## config.mk

```make
export PLATFORM = sky130hd
export DESIGN_NAME = regfile_mp
export DESIGN_NICKNAME = d
export VERILOG_FILES = /design/src/rtl/regfile_pkg.sv /design/src/rtl/regfile_scoreboard.sv /design/src/rtl/regfile_mp.sv
export SDC_FILE = /design/constraint.sdc
export NUM_CORES = 2
export LEC_CHECK = 0
export CAP_MARGIN = 5
export CORE_MARGIN = 4
export CORE_UTILIZATION = 40
export DETAILED_ROUTE_END_ITERATION = 8
export PLACE_DENSITY = 0.61
export SLEW_MARGIN = 30
export SYNTH_ARGS = -nofsm -noshare
export SYNTH_HDL_FRONTEND = slang
export SYNTH_SLANG_ARGS = --single-unit
```

## constraint.sdc

```tcl
create_clock -name clk -period 4.99 [get_ports clk]
set_input_delay 1.2475 -clock clk [delete_from_list [all_inputs] [get_ports clk]]
set_output_delay 1.2475 -clock clk [all_outputs]
set_load 0.05 [all_outputs]
```

## src/rtl/regfile_pkg.sv

```systemverilog
// Shared types and helpers for the multi-port integer register file.
package regfile_pkg;

    typedef enum logic [0:0] {
        RF_CLEAR = 1'b0,
        RF_RUN   = 1'b1
    } rf_state_t;

    localparam int XLEN_DEF  = 64;
    localparam int NREGS_DEF = 32;

    // Lowest bit of slice idx in a flat bus built from w-bit slices.
    function automatic int slice_base(input int idx, input int w);
        return idx * w;
    endfunction

endpackage

```

## src/rtl/regfile_scoreboard.sv

```systemverilog
// Per-register busy tracking between issue and writeback, with read-side lookup.
module regfile_scoreboard
    import regfile_pkg::*;
#(
    parameter int NREGS = NREGS_DEF,
    parameter int NRD   = 2,
    parameter int NWR   = 1,
    parameter int AW    = $clog2(NREGS)
) (
    input  logic              clk,
    input  logic              rst_n,
    input  logic              run_i,
    input  logic [NRD*AW-1:0] rd_addr_i,
    input  logic [NWR-1:0]    wr_en_i,
    input  logic [NWR*AW-1:0] wr_addr_i,
    input  logic              iss_en_i,
    input  logic [AW-1:0]     iss_addr_i,
    output logic [NRD-1:0]    rd_busy_o,
    output logic              iss_ok_o
);

    logic [NREGS-1:0] busy_q;
    logic [NREGS-1:0] busy_d;

    // Writeback releases first, then issue claims, so a new producer wins a collision.
    always_comb begin
        busy_d = busy_q;
        for (int w = 0; w < NWR; w++) begin
            busy_d[wr_addr_i[slice_base(w, AW) +: AW]] =
                (run_i && wr_en_i[w]) ? 1'b0 : busy_d[wr_addr_i[slice_base(w, AW) +: AW]];
        end
        busy_d[iss_addr_i] = (run_i && iss_en_i) ? 1'b1 : busy_d[iss_addr_i];
        busy_d[0] = 1'b0;
    end

    // Busy flag register.
    always_ff @(posedge clk or negedge rst_n) begin
        if (!rst_n) begin
            busy_q <= '0;
        end else begin
            busy_q <= busy_d;
        end
    end

    for (genvar r = 0; r < NRD; r++) begin : g_rd_busy
        logic [AW-1:0] addr_s;
        logic          wb_hit_s;

        assign addr_s = rd_addr_i[slice_base(r, AW) +: AW];

        // A writeback to this address in the same cycle hides the stored busy bit.
        always_comb begin
            wb_hit_s = 1'b0;
            for (int w = 0; w < NWR; w++) begin
                wb_hit_s = wb_hit_s || (wr_en_i[w] && (wr_addr_i[slice_base(w, AW) +: AW] == addr_s));
            end
        end

        assign rd_busy_o[r] = run_i && (addr_s != '0) && busy_q[addr_s] && !wb_hit_s;
    end

    assign iss_ok_o = run_i && (iss_addr_i != '0) && !busy_q[iss_addr_i];

endmodule

```

## src/rtl/regfile_mp.sv

```systemverilog
// Multi-port register file with write-to-read bypass, busy scoreboard and
// a post-reset sequential clear of the storage array.
module regfile_mp
    import regfile_pkg::*;
#(
    parameter int XLEN  = XLEN_DEF,
    parameter int NREGS = NREGS_DEF,
    parameter int NRD   = 2,
    parameter int NWR   = 1
) (
    input  logic                           clk,
    input  logic                           rst_n,
    output logic                           ready,
    input  logic [NRD*$clog2(NREGS)-1:0]   rd_addr,
    output logic [NRD*XLEN-1:0]            rd_data,
    output logic [NRD-1:0]                 rd_busy,
    input  logic [NWR-1:0]                 wr_en,
    input  logic [NWR*$clog2(NREGS)-1:0]   wr_addr,
    input  logic [NWR*XLEN-1:0]            wr_data,
    input  logic                           iss_en,
    input  logic [$clog2(NREGS)-1:0]       iss_addr,
    output logic                           iss_ok
);

    localparam int AW = $clog2(NREGS);

    rf_state_t       state_q;
    rf_state_t       state_d;
    logic [AW-1:0]   clr_idx_q;
    logic [AW-1:0]   clr_idx_d;
    logic [XLEN-1:0] regs_q [NREGS];
    logic            run_s;

    // Clear-sequence state and index registers.
    always_ff @(posedge clk or negedge rst_n) begin
        if (!rst_n) begin
            state_q   <= RF_CLEAR;
            clr_idx_q <= AW'(1);
        end else begin
            state_q   <= state_d;
            clr_idx_q <= clr_idx_d;
        end
    end

    // Walk clr_idx from 1 up to NREGS-1, then hand over to RUN.
    always_comb begin
        state_d   = state_q;
        clr_idx_d = clr_idx_q;
        case (state_q)
            RF_CLEAR: begin
                clr_idx_d = clr_idx_q + AW'(1);
                if (clr_idx_q == AW'(NREGS - 1)) begin
                    state_d = RF_RUN;
                end else begin
                    state_d = RF_CLEAR;
                end
            end
            RF_RUN: begin
                state_d   = RF_RUN;
                clr_idx_d = clr_idx_q;
            end
            default: begin
                state_d   = RF_CLEAR;
                clr_idx_d = AW'(1);
            end
        endcase
    end

    assign run_s = (state_q == RF_RUN);
    assign ready = run_s;

    // Storage has no reset; CLEAR zeroes one entry per cycle, later write ports win.
    always_ff @(posedge clk) begin
        if (!run_s) begin
            regs_q[clr_idx_q] <= '0;
        end else begin
            for (int w = 0; w < NWR; w++) begin
                if (wr_en[w] && (wr_addr[slice_base(w, AW) +: AW] != '0)) begin
                    regs_q[wr_addr[slice_base(w, AW) +: AW]] <= wr_data[slice_base(w, XLEN) +: XLEN];
                end
            end
        end
    end

    for (genvar r = 0; r < NRD; r++) begin : g_rd
        logic [AW-1:0]   addr_s;
        logic [XLEN-1:0] val_s;

        assign addr_s = rd_addr[slice_base(r, AW) +: AW];

        // Stored value, overridden by any same-cycle write; the highest port wins.
        always_comb begin
            val_s = regs_q[addr_s];
            for (int w = 0; w < NWR; w++) begin
                val_s = (wr_en[w] && (wr_addr[slice_base(w, AW) +: AW] == addr_s))
                        ? wr_data[slice_base(w, XLEN) +: XLEN] : val_s;
            end
        end

        assign rd_data[slice_base(r, XLEN) +: XLEN] = (run_s && (addr_s != '0)) ? val_s : '0;
    end

    regfile_scoreboard #(
        .NREGS (NREGS),
        .NRD   (NRD),
        .NWR   (NWR),
        .AW    (AW)
    ) u_scoreboard (
        .clk        (clk),
        .rst_n      (rst_n),
        .run_i      (run_s),
        .rd_addr_i  (rd_addr),
        .wr_en_i    (wr_en),
        .wr_addr_i  (wr_addr),
        .iss_en_i   (iss_en),
        .iss_addr_i (iss_addr),
        .rd_busy_o  (rd_busy),
        .iss_ok_o   (iss_ok)
    );

endmodule

```

==> reports/metrics.yaml <==
die_w_um: 506
finalWorstSetupSlack_ps: 38.0
required_ps: 3740
cp-start-kind: "input port"
seqPwrFrac: 0.483
rows: 182
drc: 0
grt_pass1_vias: 59200
fin_util: 0.492
multi_input_area_um2: 35800
io_pins: 220
fmax_ghz: 0.202
synth-edff-count: 2048
power_mw: 40.4
cts_buffers: 215
place_area_um2: 114000
max_slew.worst_pin.slew_ps: 821
ir_worst_vdd_mv: 0.349
endpoint_kind: "output port"
hold_viol: 0
yosys.area.top_type_share: 0.619
min_period_ps: 4950
cts_hold_buffers: 0
seq_area_um2: 62400
max_cap_violations: 0
power_frac_comb: 0.120
synth-main-ff-cell: "edfxtp_1"
reg2reg_slack_ps: 1830
reg2reg_from: "u_scoreboard.busy_q[21]"
slew-limit-headroom: 0.451
cp.arrival_ps: 3700
drt-initial-drc-count: 7211
drive_above_1_share: 0.423
root_buffer: "clkbuf_16"
ys_async_sr_fraction: 0.0177
grt_max_degree: 66
grt_setup_unrepaired: "yes"
synth_largest_area_cell: "edfxtp_1"
finalSetupViolCount: 0
p_leak_nw: 42.1
fin_skew_ps: 34.1
vias: 58000
cellPowerDensity_nw_per_um2: 333
dp_slack_ps: -304
path_class: "input port to output port"
htree_levels: 4
gp_congestion: 0.855
io_buffer_count: 219
grt_usage: 0.240
start_util: 0.403
internal_power_mw: 30.5
whs_ps: 359
vias_per_cell: 6.37
power.share.clock: 0.397
ys_top_cells_by_area: "edfxtp_1 (62%), mux4_2 (27%), mux2i_1 (2.9%)"
netlist_area_um2: 99300
synthesis.nets: 5039
synth-seq-area-share: 0.629
clk_pin_slew_worst_paths_ps: 60
cts_sinks: 2085
syn_inst: 4949
wl_per_cell_um: 34.2
min_path_type: "input port to async pin"
drv_slew: 0
cts_tree: "built"
grt_overflow: 0
dpl.hpwl_mm: 194
drt_pre_antenna_iters: 8
outcome: "completed"
avgSynthCellArea_um2: 20.1
worstPathMaxFanout: 19
core_area_um2: 246000
finalInstanceArea_um2: 121000
postCtsSetupBuffers: 0
cp-startpoint: "wr_addr[1]"
switching_share: 0.245
syn_to_final_growth_pct: 22.1
p_sw_mw: 9.89
die_y_um: 506
final_nets: 5679
grt_antenna_before_repair: 10
ys_ff_latch: 2085
postRouteAntennaNets: 0
nFillCells: 19900
postRouteWirelength_mm: 311
yosysWarnings: 0
grt_pass1_wl_mm: 443
die_area_um2: 256000
worstSkewPairLatency_ps: 860
fin_crit_sh: 0.992
clockBufferDepth: 3
synth.distinct_cells: 63
metal layers:
metal	up-vias	GRT usage	wire, µm
met1	31400	0.343	124000
met3	502	0.0412	28000
met4	4	0.0634	8620
met2	3097	0.385	150000
met5	-	0	22
li1	23000	-	-
metrics by stage:
stage | cells | setup TNS, ps
floorplan | 4949 | -1595760
global placement | 8684 | -2600
detailed placement | 8684 | -1060
CTS | 9085 | 0
global route | 9087 | -28.3
finish | 9092 | 0
power groups by stage:
stage	Clock [mW]	Combinational, mW	Sequential (mW)
after CTS	16.3	4.84	19.5
final	16.1	4.85	19.5
after floorplan	0	2.72	19.8
after global routing	17.1	5.10	19.5
after detailed placement	0	4.82	19.9
after global placement	0	4.79	19.9
worst max-delay path: stages:
cell and delay [ps]:
clkdlybuf4s50_1 480, xor2_1 200, nor4_2 490, buf_4 200
nand3_4 90, buf_12 220, buf_12 180, a211oi_1 360
buf_12 190
cells by family after synthesis:
logic type               count (synthesis)  synth area share
AO/OA/AOI/OAI                          466            0.0315
XOR/XNOR                                16           0.00141
AND/OR/NAND/NOR                        461            0.0217
flip-flops                            2085             0.629
buffers and inverters                  425            0.0169
multiplexers                          1494             0.300
adder cells (fa/ha/maj)                  2          0.000252
area by class of cell:
class | count | share of cell area
sequential | 2085 | 0.515
multi-input combinational | 2439 | 0.295
timing repair buffer | 839 | 0.0972
clock buffer | 254 | 0.0456
tap | 3312 | 0.0342
clock inverter | 147 | 0.0122
inverter | 9 | 0.000279
antenna | 7 | 0.000145
state kept, by name, summed over array words and instances (netlist names):
register and cells:
u_scoreboard.busy_q 31, regs_q 2048, ready 1, clr_idx_q 5
worst paths after layout:
| kind | depth (start not counted) | end |
|---|---|---|
| setup / recovery | 9 | rd_data[92] |
| hold / removal | 1 | u_scoreboard.busy_q[22] |
| setup reg to reg | 10 | u_scoreboard.busy_q[28] |
| hold reg to reg | 1 | clr_idx_q[0] |
| max in group asynchronous | 1 | clr_idx_q[0] |
| min in group clk | 1 | clr_idx_q[0] |
cell usage in the layout (no fill, tap or decap), types with 11 or more instances in the layout:
cell / n
edfxtp_1: 2048
mux4_2: 1178
buf_12: 407
buf_4: 336
mux2i_1: 279
clkbuf_16: 216
nor2_1: 179
a211oi_1: 98
a21oi_1: 93
clkdlybuf4s50_1: 77
nand2_1: 66
o21ai_0: 66
and2_2: 63
clkinv_1: 57
o221ai_1: 52
o22ai_1: 51
clkinv_2: 40
clkbuf_1: 39
a211oi_2: 37
dfrtp_1: 36
mux2_2: 32
nor2_4: 32
nor3_1: 30
nand3_1: 26
bufinv_16: 19
a31oi_1: 11
clkinvlp_4: 11
synth_stat cells, types with 8 or more instances:
cell type	instances
nand2_1	66
buf_2	49
o21ai_0	68
a221oi_1	9
nand2b_1	8
dfrtp_1	36
mux2i_1	283
nand3_1	28
edfxtp_1	2048
o22ai_1	51
nor2b_1	11
a21oi_1	102
nor3_1	30
and2_1	69
o221ai_1	52
a31oi_1	11
mux4_2	1178
buf_1	117
clkbuf_1	245
nor2_1	211
mux2_2	32
xor2_1	9
a211oi_1	134
repair_timing:
action	CTS	global route
hold endpoints to repair	0	0
pin swaps	0	1
cloned	0	1
endpoints found under the setup margin	36	43
resized for setup	5	57
(Power assumes the default switching activity.)
